[config.mk]
export PLATFORM = sky130hd
export DESIGN_NAME = shared_counters_pool
export DESIGN_NICKNAME = d
export VERILOG_FILES = /design/src/rtl/shared_counters_pool.sv
export SDC_FILE = /design/constraint.sdc
export NUM_CORES = 1
export LEC_CHECK = 0
export ABC_CLOCK_PERIOD_IN_PS = 15800
export CORE_UTILIZATION = 55
export DETAILED_ROUTE_END_ITERATION = 8
export PLACE_DENSITY = 0.72
export SKIP_LAST_GASP = 1
export SYNTH_ARGS = -nofsm -noshare
export SYNTH_HDL_FRONTEND = slang
export SYNTH_SLANG_ARGS = --single-unit
[constraint.sdc]
create_clock -name clk -period 15.8 [get_ports clk]
set_clock_uncertainty 0.2 [all_clocks]
set_input_delay 3.95 -clock clk [delete_from_list [all_inputs] [get_ports clk]]
set_output_delay 3.95 -clock clk [all_outputs]
set_load 0.01 [all_outputs]
[src/rtl/shared_counters_pool.sv]
// Pool of N G-bit slices that software groups into variable-width counters.
// Each counter is named by its head slice. Commands arrive on a
// valid/ready handshake. Reads stream out one slice per beat; loads
// take one slice per valid beat, both LS slice first.
module shared_counters_pool #(
    parameter int N  = 16,
    parameter int G  = 4,
    parameter int IW = $clog2(N),
    parameter int SW = $clog2(N) + 1
) (
    input  logic          clk,
    input  logic          rst,
    input  logic          cmd_valid,
    output logic          cmd_ready,
    input  logic [2:0]    cmd,
    input  logic [IW-1:0] cmd_id,
    input  logic [SW-1:0] cmd_size,
    input  logic [G-1:0]  load_data,
    input  logic          load_valid,
    output logic          resp_valid,
    output logic          resp_err,
    output logic [IW-1:0] alloc_id,
    output logic          overflow,
    output logic [G-1:0]  rdata,
    output logic          rdata_valid,
    output logic          rdata_last
);

    typedef enum logic [1:0] {IDLE, READ, LOAD} state_t;

    localparam logic [2:0] CMD_NOP     = 3'b000;
    localparam logic [2:0] CMD_INC     = 3'b001;
    localparam logic [2:0] CMD_ALLOC   = 3'b010;
    localparam logic [2:0] CMD_DEALLOC = 3'b011;
    localparam logic [2:0] CMD_LOAD    = 3'b100;
    localparam logic [2:0] CMD_READ    = 3'b101;

    state_t              state, state_d;
    logic [N-1:0]        free, head;
    logic [N-1:0][G-1:0] slices;
    logic [IW-1:0]       ptr, last_idx;

    logic                accept, id_ok;
    logic [N-1:0]        own;
    logic                own_run;
    logic [IW-1:0]       own_last;
    logic [N-1:0][G-1:0] inc_slices;
    logic                inc_carry;
    int                  size_i, fit_hi;
    logic                fit_ok, fit_found;
    logic [IW-1:0]       fit_h;
    logic [N-1:0]        alloc_mask;

    assign cmd_ready = (state == IDLE);
    assign accept    = cmd_valid && cmd_ready;
    assign id_ok     = head[cmd_id];

    // Slices owned by the addressed counter: from its head up to the next head or free slice.
    always_comb begin
        own      = '0;
        own_run  = 1'b0;
        own_last = '0;
        for (int j = 0; j < N; j++) begin
            if (j == int'(cmd_id))
                own_run = 1'b1;
            else if (head[j] || free[j])
                own_run = 1'b0;
            own[j] = own_run;
            if (own_run)
                own_last = IW'(j);
        end
    end

    // Ripple-carry +1 across the owned slices; carry out of the MS slice is the wrap.
    always_comb begin
        inc_slices = slices;
        inc_carry  = 1'b1;
        for (int j = 0; j < N; j++) begin
            if (own[j])
                {inc_carry, inc_slices[j]} = {1'b0, slices[j]} + {{G{1'b0}}, inc_carry};
        end
    end

    // First-fit search for a run of cmd_size free slices.
    always_comb begin
        size_i    = int'(cmd_size);
        fit_found = 1'b0;
        fit_hi    = 0;
        fit_ok    = 1'b0;
        for (int h = 0; h < N; h++) begin
            fit_ok = (size_i != 0) && (h + size_i <= N);
            for (int j = 0; j < N; j++) begin
                if (j >= h && j < h + size_i && !free[j])
                    fit_ok = 1'b0;
            end
            if (fit_ok && !fit_found) begin
                fit_found = 1'b1;
                fit_hi    = h;
            end
        end
        fit_h = IW'(fit_hi);
        for (int j = 0; j < N; j++)
            alloc_mask[j] = fit_found && (j >= fit_hi) && (j < fit_hi + size_i);
    end

    // FSM state register.
    always_ff @(posedge clk or posedge rst) begin
        if (rst)
            state <= IDLE;
        else
            state <= state_d;
    end

    // Next state: READ/LOAD only for a valid id; leave after the last beat or last slice write.
    always_comb begin
        state_d = state;
        case (state)
            IDLE: begin
                if (accept && id_ok) begin
                    if (cmd == CMD_READ)
                        state_d = READ;
                    else if (cmd == CMD_LOAD)
                        state_d = LOAD;
                end
            end
            READ: begin
                if (rdata_last)
                    state_d = IDLE;
            end
            LOAD: begin
                if (load_valid && ptr == last_idx)
                    state_d = IDLE;
            end
            default: state_d = IDLE;
        endcase
    end

    // Ownership tables, slice data, walk pointer and registered response outputs.
    always_ff @(posedge clk or posedge rst) begin
        if (rst) begin
            free        <= '1;
            head        <= '0;
            slices      <= '0;
            ptr         <= '0;
            last_idx    <= '0;
            resp_valid  <= 1'b0;
            resp_err    <= 1'b0;
            alloc_id    <= '0;
            overflow    <= 1'b0;
            rdata       <= '0;
            rdata_valid <= 1'b0;
            rdata_last  <= 1'b0;
        end else begin
            resp_valid  <= 1'b0;
            resp_err    <= 1'b0;
            alloc_id    <= '0;
            overflow    <= 1'b0;
            rdata       <= '0;
            rdata_valid <= 1'b0;
            rdata_last  <= 1'b0;
            case (state)
                IDLE: begin
                    if (accept) begin
                        case (cmd)
                            CMD_NOP: ;
                            CMD_INC: begin
                                resp_valid <= 1'b1;
                                if (id_ok) begin
                                    slices   <= inc_slices;
                                    overflow <= inc_carry;
                                end else begin
                                    resp_err <= 1'b1;
                                end
                            end
                            CMD_ALLOC: begin
                                resp_valid <= 1'b1;
                                if (fit_found) begin
                                    alloc_id     <= fit_h;
                                    head[fit_h]  <= 1'b1;
                                    free         <= free & ~alloc_mask;
                                    for (int j = 0; j < N; j++)
                                        if (alloc_mask[j])
                                            slices[j] <= '0;
                                end else begin
                                    resp_err <= 1'b1;
                                end
                            end
                            CMD_DEALLOC: begin
                                resp_valid <= 1'b1;
                                if (id_ok) begin
                                    free         <= free | own;
                                    head[cmd_id] <= 1'b0;
                                end else begin
                                    resp_err <= 1'b1;
                                end
                            end
                            CMD_LOAD: begin
                                if (id_ok) begin
                                    ptr      <= cmd_id;
                                    last_idx <= own_last;
                                end else begin
                                    resp_valid <= 1'b1;
                                    resp_err   <= 1'b1;
                                end
                            end
                            CMD_READ: begin
                                if (id_ok) begin
                                    rdata       <= slices[cmd_id];
                                    rdata_valid <= 1'b1;
                                    rdata_last  <= (cmd_id == own_last);
                                    ptr         <= cmd_id + 1'b1;
                                    last_idx    <= own_last;
                                end else begin
                                    resp_valid <= 1'b1;
                                    resp_err   <= 1'b1;
                                end
                            end
                            default: begin
                                resp_valid <= 1'b1;
                                resp_err   <= 1'b1;
                            end
                        endcase
                    end
                end
                READ: begin
                    if (!rdata_last) begin
                        rdata       <= slices[ptr];
                        rdata_valid <= 1'b1;
                        rdata_last  <= (ptr == last_idx);
                        ptr         <= ptr + 1'b1;
                    end
                end
                LOAD: begin
                    if (load_valid) begin
                        slices[ptr] <= load_data;
                        if (ptr == last_idx)
                            resp_valid <= 1'b1;
                        else
                            ptr <= ptr + 1'b1;
                    end
                end
                default: ;
            endcase
        end
    end

endmodule

==> impl_metrics.ini, run 1 <==
[run_status]
status = complete, no violations

[critical_path]
cp_num_buf_inv = 17
startpoint_type = input port
worst_path_most_repeated_cell = ha_2
r2r_slack_ps = 3210
worst_path_largest_cell_delay_ps = 290
cp_max_fo = 3
path_class = input port to flop
cp_slowest_cell = nor4b_4
r2r_end = slices[62]$_DFFE_PP0P_
crit_required_ps = 15900
cp_data_arrival_time_ps = 15590
reg2reg_from = slices[0]$_DFFE_PP0P_
reg2regPathDepth = 81
critical-path-top-delay-family = adder cells
critPathCaptureType = flop

[clocking]
root_buffer = clkbuf_16
insertion_delay_ps = 440
clkTransAtPathRegs_ps = 60
htree_levels = 4
clock-sinks = 119
clk_path_buf_depth = 2
numCtsBuffers = 17
cts_tree = done

[finish]
drive_gt1_frac = 0.1923
final_nets = 1587
area_growth_pct = 15.74
multi_input_area_um2 = 8877
final_cell_area_um2 = 14120
regArea_um2 = 2998
stdcell_count = 1788
final_common_cell = nand2_1
fill_cells = 1816
final_cell_mix = nand2_1, o21ai_0, dfrtp_1
antennaDiodeCount = 0
fin_util = 0.6491

[drt]
via_count = 13270
via_per_inst = 7.421
wl_um = 50180
drt_iter0_drc = 1609
first_pass_iters = 8
wl_per_cell_um = 28.07
drc = 0
final_antenna_net_count = 0

[floorplan]
start_util = 0.5608
die_x_um = 150.9
core_um2 = 21760
fp-row-count = 54
pin_count = 34
fp.dieH_um = 150.9
die_area_um2 = 22780

[min_path]
hold_end = last_idx[3]$_DFFE_PP0P_
min-delay-start = last_idx[3]$_DFFE_PP0P_
hold-path-cell-count = 1
hold_path.class = flop to flop

[yosys]
syn_nets = 1541
yosys.area.top_type_share = 0.2112
yosysTopAreaCell = dfrtp_1
synth.distinct_cells = 105
synth-seq-cells = 119
syn_inst = 1449
netlist_top_cells_area = dfrtp_1, mux4_2, ha_1, o21ai_0, nand2_1
syn_avg_cell_area_um2 = 8.421
synth_warnings = 0
synth-main-ff-cell = dfrtp_1
synth-edff-count = 0
netlist_area_um2 = 12200
ys_seq_area_frac = 0.2457
async_reset_ff_frac = 1.000

[global_route]
first_global_vias = 12150
track_usage = 0.4473
grt_pass1_wl_um = 74700
antenna_found_initial = 0
grt_max_degree = 66
grt_overflow = 0

[job]
max_cap_viol_count = 0

[placed_design]
io_buffers = 33
hpwl_um = 35440
dp.cells = 1730
place_ws_ps = -905.7
globalplace.congestion = 1.012
placed_area_um2 = 12960

[timing]
fin_crit_sh = 0.9805
drv_slew = 0
relSlewSlack = 0.3129
finalHoldViolCount = 0
setup_ws_ps = 308.3
period_needed_ps = 15490
finalSetupViolations = 0
fmax_mhz = 64.55
tightest_slew_ps = 1028

[power]
power_density_nw_per_um2 = 166.6
p_leak_nw = 5.558
p_total_mw = 2.353
peakVddDrop_mv = 0.1183
-- what timing repair did --
item | CTS | global route
gates resized for setup | 30 | 44
endpoints found under the setup margin | 5 | 9
hold buffers | 0 | 0
buffers inserted | 15 | 11
pin swaps | 12 | 12
-- layer usage --
layer / vias up / share of wire / GRT usage
met5: - / 0 / 0
met4: 0 / 0.049 / 0.1850
met3: 230 / 0.14 / 0.1274
met2: 1063 / 0.43 / 0.6695
met1: 6336 / 0.38 / 0.6033
li1: 5639 / - / -
-- sequential cells by signal (all words and copies together) (netlist names), 2 cells and up --
register  count
ptr           4
last_idx      4
rdata         4
alloc_id      4
state         2
head         16
slices       64
free         16
-- metrics by stage --
stage / TNS (ps) / hold slack [ps]
5_1_grt: -621.9 / 311.5
3_3_place_gp: -1409 / 281.9
6_report: 0 / 303.5
3_5_place_dp: -4348 / 289.5
4_1_cts: 0 / 303.4
2_1_floorplan: 0 / 269.3
-- synthesized netlist by cell type, drive strengths merged (7+ instances only) --
| library cell | number |
|---|---|
| ha | 71 |
| a21oi | 96 |
| xnor2 | 26 |
| mux2i | 9 |
| o21bai | 7 |
| o31ai | 13 |
| and3 | 19 |
| o32a | 11 |
| clkbuf | 66 |
| a21o | 19 |
| mux2 | 16 |
| dfrtp | 103 |
| o31a | 7 |
| nand4 | 19 |
| mux4 | 44 |
| nand2 | 132 |
| o311ai | 7 |
| a22o | 27 |
| nor2b | 22 |
| o32ai | 19 |
| nor3b | 10 |
| o21ai | 123 |
| o211ai | 22 |
| inv | 66 |
| dfstp | 16 |
| o22ai | 14 |
| o2bb2ai | 12 |
| a31oi | 33 |
| nor4 | 7 |
| nand3 | 61 |
| buf | 29 |
| o21a | 12 |
| nor3 | 24 |
| a21boi | 13 |
| a211oi | 17 |
| nand2b | 21 |
| a22oi | 7 |
| and2 | 15 |
| o2111ai | 9 |
| nor2 | 105 |
-- layout make-up --
cell class,count,share of cell area
inverters,66,0.01772
multi-input cells,1169,0.6286
clock buffers,20,0.03305
repair buffers,122,0.07035
clock inverters,12,0.01320
flip-flops and latches,119,0.2123
well taps,280,0.02481
-- power breakdown --
group | switching (mW) | leakage (nW) | internal, mW
logic | 0.768 | 3.73 | 0.522
registers | 0.204 | 1.52 | 0.413
clock network | 0.167 | 0.311 | 0.279
total | 1.14 | 5.56 | 1.21
-- worst max path at each step --
stage / from / end / slack (ps) / cells past startpoint
after detailed placement: cmd_id[3] / overflow$_DFF_PP0_ / -910 / 76
after CTS: cmd_id[0] / slices[62]$_DFFE_PP0P_ / 3 / 82
final: cmd_id[1] / slices[62]$_DFFE_PP0P_ / 310 / 82
after global routing: cmd_id[1] / slices[62]$_DFFE_PP0P_ / -200 / 82
after floorplan: cmd_id[1] / overflow$_DFF_PP0_ / 4 / 79
after global placement: cmd_id[1] / overflow$_DFF_PP0_ / -420 / 77
-- logic make-up after synthesis --
family,synth area share
buffers and inverters,0.05466
xor gates and xnor gates,0.02297
DFF,0.2457
AOI/OAI and AO/OA,0.3040
and+or+nand+nor,0.1948
muxes,0.1034
adders and majority gates,0.07445
Note: power is estimated with default switching activity, not from simulation.
==> run 2: changes to the inputs <==
--- a/config.mk
+++ b/config.mk
@@ -5,7 +5,7 @@
 export SDC_FILE = /design/constraint.sdc
 export NUM_CORES = 1
 export LEC_CHECK = 0
-export ABC_CLOCK_PERIOD_IN_PS = 15800
+export ABC_CLOCK_PERIOD_IN_PS = 15400
 export CORE_UTILIZATION = 55
 export DETAILED_ROUTE_END_ITERATION = 8
 export PLACE_DENSITY = 0.72
==> constraint.sdc (replaced) <==
create_clock -name clk -period 15.4 [get_ports clk]
set_clock_uncertainty 0.2 [all_clocks]
set_input_delay 3.85 -clock clk [delete_from_list [all_inputs] [get_ports clk]]
set_output_delay 3.85 -clock clk [all_outputs]
set_load 0.01 [all_outputs]
==> run 2 against run 1 <==
Effect of this change:
- clock power shrank 4.7%
- critical path depth shrank 5
- register-to-register slack lost 190 ps
- via count shrank 0.95%
- final area shrank 0.68%
- sequential power is essentially flat
- sequential cell count is the same
- sequential share of layout area grew 0.15 points
- total power shrank 0.30%
- setup slack lost 130 ps
- largest power group unchanged
- final cell count shrank 0.50%
- largest cell class unchanged
==> impl_metrics.ini, run 2 (synthesis results as in run 1) <==
[run_status]
status = complete, no violations

[finish]
final_cell_mix = nand2_1, o21ai_0, dfrtp_1
reg.largest.list = slices: 64 flops, free: 16 flops, head: 16 flops
area_growth_pct = 14.95
stdcell_count = 1779
fill_cells = 1829
regMostFlops = slices
final_cell_area_um2 = 14030
largest_reg_flops = 64
final_nets = 1578
final_common_cell = nand2_1
drive_gt1_frac = 0.1876

[critical_path]
reg2regPathDepth = 76
worst_path_largest_cell_delay_ps = 410
worst_path_most_repeated_cell = ha_2
r2r_slack_ps = 3020
cp_max_fo = 3
critPathCaptureType = flop
path_class = input port to flop
startpoint_type = input port
cp_num_buf_inv = 6
cp_data_arrival_time_ps = 15350
reg2reg_from = slices[0]$_DFFE_PP0P_
critical-path-top-delay-family = adder cells
cp_slowest_cell = or3_1
r2r_end = slices[62]$_DFFE_PP0P_
crit_required_ps = 15530

[placed_design]
place_ws_ps = -841.9
dp.cells = 1732
hpwl_um = 34140
globalplace.congestion = 1.029
io_buffers = 33
placed_area_um2 = 13030

[floorplan]
die_x_um = 150.9
start_util = 0.5608
fp-row-count = 54
core_um2 = 21760
pin_count = 34
fp.dieH_um = 150.9
die_area_um2 = 22780

[power]
p_leak_nw = 5.472
power_density_nw_per_um2 = 167.2
p_total_mw = 2.345
peakVddDrop_mv = 0.1271

[global_route]
track_usage = 0.4237
grt_max_degree = 72
grt_pass1_wl_um = 71750
grt_overflow = 0
antenna_found_initial = 0
first_global_vias = 12130

[timing]
setup_ws_ps = 181.1
fin_crit_sh = 0.9882
tightest_slew_ps = 1196
fmax_mhz = 65.71
setup_tns_ps = 0
drv_slew = 0
period_needed_ps = 15220
finalSetupViolations = 0
finalHoldViolCount = 0
relSlewSlack = 0.2007

[clocking]
htree_levels = 4
cts_tree = done
clkTransAtPathRegs_ps = 70
numCtsBuffers = 17
root_buffer = clkbuf_16
insertion_delay_ps = 440
cts_hold_buf = 0
clk_path_buf_depth = 2
clock-sinks = 119

[drt]
via_count = 13140
wl_um = 48070
drc = 0
final_antenna_net_count = 0
via_per_inst = 7.387
wl_per_cell_um = 27.02
first_pass_iters = 6
drt_iter0_drc = 1740

[min_path]
hold_end = last_idx[3]$_DFFE_PP0P_
hold_path.class = flop to flop
hold-path-cell-count = 1
min-delay-start = last_idx[3]$_DFFE_PP0P_

[job]
max_cap_viol_count = 0
-- run 2: how the worst max path moves through the flow --
stage | from | endpoint | slack [ps] | cells past startpoint
2_1_floorplan | cmd_id[1] | overflow$_DFF_PP0_ | 9 | 79
3_3_place_gp | cmd_id[3] | overflow$_DFF_PP0_ | -480 | 76
3_5_place_dp | cmd_id[3] | overflow$_DFF_PP0_ | -840 | 76
4_1_cts | cmd_id[1] | overflow$_DFF_PP0_ | 80 | 77
5_1_grt | cmd_id[0] | slices[62]$_DFFE_PP0P_ | -420 | 77
6_report | cmd_id[0] | overflow$_DFF_PP0_ | 180 | 77
-- run 2: power breakdown --
| group | total (mW) | internal, mW | switching, mW | leakage (nW) |
|---|---|---|---|---|
| logic | 1.30 | 0.527 | 0.776 | 3.66 |
| clock network | 0.425 | 0.260 | 0.165 | 0.293 |
| registers | 0.618 | 0.424 | 0.193 | 1.52 |
-- run 2: stage by stage --
stage          hold WS, ps    util
5_1_grt              324.6  0.6446
4_1_cts              310.8  0.6316
6_report             301.9  0.6447
3_3_place_gp         287.8  0.5989
3_5_place_dp         292.0  0.5989
2_1_floorplan        269.3       -
-- run 2: area by class of cell --
class                   count  area (um2)  share of cell area
diodes                      1       2.502           0.0001784
clock buffers              18       439.2             0.03131
clock inverters            13       171.4             0.01222
inverters                  66       252.7             0.01802
multi-input cells        1169        8890              0.6338
flip-flops and latches    119        2998              0.2137
well taps                 280       350.3             0.02498
repair buffers            113       922.1             0.06574
-- run 2: per-layer routing --
| layer | track usage | routed length, um | up-vias |
|---|---|---|---|
| li1 | - | - | 5604 |
| met1 | 0.5743 | 18280 | 6215 |
| met2 | 0.6119 | 20100 | 1089 |
| met3 | 0.1211 | 6911 | 234 |
| met4 | 0.2155 | 2781 | 0 |
| met5 | 0 | 0 | - |
-- run 2: timing repair --
action | in CTS | in global routing
setup endpoints to repair | 5 | 8
pin swaps | 14 | 18
resized for setup | 21 | 43
setup buffers | 7 | 8
gates cloned | 0 | 0
==> run 3: changes to the inputs <==
--- a/config.mk
+++ b/config.mk
@@ -6,9 +6,8 @@
 export NUM_CORES = 1
 export LEC_CHECK = 0
 export ABC_CLOCK_PERIOD_IN_PS = 15400
-export CORE_UTILIZATION = 55
+export CORE_UTILIZATION = 34
 export DETAILED_ROUTE_END_ITERATION = 8
-export PLACE_DENSITY = 0.72
 export SKIP_LAST_GASP = 1
 export SYNTH_ARGS = -nofsm -noshare
 export SYNTH_HDL_FRONTEND = slang
==> run 3 against run 2 <==
Effect of this change:
- routed wire length rose by 0.38%
- sequential share of layout area down 0.48 points
- count of clock-buffer cells in the layout up 8
- non-clock buffer count rose by 5
- sequential cell count stayed put
- setup slack gained 240 ps
- critical path depth is 1 lower
- core utilization decreased by 24 points
- combinational power barely moved
- sequential power grew 2%
- critical path type unchanged
==> impl_metrics.ini, run 3 (synthesis results as in run 1) <==
[run_status]
status = complete, no violations

[min_path]
hold_end = last_idx[0]$_DFFE_PP0P_
hold_path.class = flop to flop
min-delay-start = last_idx[0]$_DFFE_PP0P_
hold-path-cell-count = 2

[floorplan]
core_um2 = 35480
pin_count = 34
fp.dieH_um = 191.4
start_util = 0.3439
die_x_um = 191.4
die_area_um2 = 36650
fp-row-count = 69

[global_route]
grt_pass1_wl_um = 73260
grt_overflow = 0
track_usage = 0.2619
antenna_found_initial = 0
grt_max_degree = 69
first_global_vias = 12200

[finish]
final_cell_mix = nand2_1, o21ai_0, dfrtp_1
regMostFlops = slices
final_nets = 1583
drive_gt1_frac = 0.1888
final_common_cell = nand2_1
fin_util = 0.4043
area_growth_pct = 17.57
regArea_um2 = 2998
multi_input_area_um2 = 8904
largest_reg_flops = 64
reg.largest.list = slices: 64 flops, free: 16 flops, head: 16 flops
fill_cells = 3476
final_cell_area_um2 = 14350

[timing]
finalHoldViolCount = 0
fin_crit_sh = 0.9727
period_needed_ps = 14980
setup_tns_ps = 0
setup_ws_ps = 421.1
drv_slew = 0
tightest_slew_ps = 1287
timing.hold.ws_ps = 315.0
rsz0062_at_grt = true
finalSetupViolations = 0
fmax_mhz = 66.76
relSlewSlack = 0.1304

[power]
p_leak_nw = 5.523
p_sw_mw = 1.110
p_seq_frac = 0.267
peakVddDrop_mv = 0.1205
sw_frac_of_total = 0.4705
power_frac_comb = 0.541
internal-power_mw = 1.249
clkPwrFrac = 0.192
power_density_nw_per_um2 = 164.4

[critical_path]
r2r_end = slices[62]$_DFFE_PP0P_
path_class = input port to flop
critPathCaptureType = flop
cp_slowest_cell = or3_4
r2r_slack_ps = 3240
cp_max_fo = 3
reg2reg_from = slices[0]$_DFFE_PP0P_
cp_num_buf_inv = 5
reg2regPathDepth = 80
critical-path-top-delay-family = adder cells
startpoint_type = input port
crit_required_ps = 15510
worst_path_largest_cell_delay_ps = 460
cp_data_arrival_time_ps = 15090

[drt]
via_per_inst = 6.610
drt_iter0_drc = 1758
final_antenna_net_count = 0
first_pass_iters = 6
via_count = 13000
drc = 0
wl_um = 48250
wl_per_cell_um = 24.54

[placed_design]
hpwl_um = 34490
io_buffers = 33
placed_area_um2 = 13250
place_ws_ps = -840.3
globalplace.congestion = 0.9742

[clocking]
cts_tree = done
clkTransAtPathRegs_ps = 60
clock-sinks = 119
root_buffer = clkbuf_16
htree_levels = 4
numCtsBuffers = 17
insertion_delay_ps = 440
clk_path_buf_depth = 2

[job]
max_cap_viol_count = 0
## run 3: layer usage
metal / track usage / vias to the layer above / share of wire
li1: - / 5620 / -
met1: 0.3415 / 6292 / 0.40
met2: 0.4031 / 879 / 0.44
met3: 0.07068 / 205 / 0.11
met4: 0.1163 / 0 / 0.046
met5: 0 / - / 0
## run 3: how the worst max path moves through the flow
stage	slack [ps]	end	cells past startpoint	start
2_1_floorplan	9	overflow$_DFF_PP0_	79	cmd_id[1]
3_3_place_gp	-530	overflow$_DFF_PP0_	77	cmd_id[1]
3_5_place_dp	-840	overflow$_DFF_PP0_	77	cmd_id[1]
4_1_cts	10	overflow$_DFF_PP0_	77	cmd_id[0]
5_1_grt	-220	slices[62]$_DFFE_PP0P_	81	cmd_id[1]
6_report	420	overflow$_DFF_PP0_	76	cmd_id[2]
## run 3: worst min-delay path: stages, from the launching register on
cell and delay (ps):
dfrtp_1 360, nand2_1 50, o21ai_0 60
## run 3: repair_timing
action | in CTS | in global routing
pin swaps | 10 | 18
hold endpoints to repair | 0 | 0
resized for setup | 19 | 50
endpoints found under the setup margin | 5 | 9
hold buffers | 0 | 0
buffers inserted | 14 | 7
## run 3: final cells by class
cell class / count / area share
Clock inverter: 6 / 0.009420
Timing Repair Buffer: 118 / 0.06672
Multi-Input combinational cell: 1169 / 0.6207
Tap cell: 461 / 0.04021
Antenna cell: 1 / 0.0001744
Sequential cell: 119 / 0.2090
Clock buffer: 26 / 0.03620
Inverter: 66 / 0.01762
## run 3: metrics by stage
| stage | total power, mW | std cells |
|---|---|---|
| 2_1_floorplan | 1.394 | 1449 |
| 3_3_place_gp | 1.782 | 1912 |
| 3_5_place_dp | 1.802 | 1912 |
| 4_1_cts | 2.269 | 1958 |
| 5_1_grt | 2.483 | 1965 |
| 6_report | 2.359 | 1966 |
## run 3: power by group through the flow
stage | registers, mW | clock network [mW] | logic [mW]
floorplan | 0.512 | 0 | 0.882
global placement | 0.610 | 0 | 1.17
detailed placement | 0.612 | 0 | 1.19
CTS | 0.610 | 0.454 | 1.20
global route | 0.642 | 0.467 | 1.37
finish | 0.630 | 0.452 | 1.28
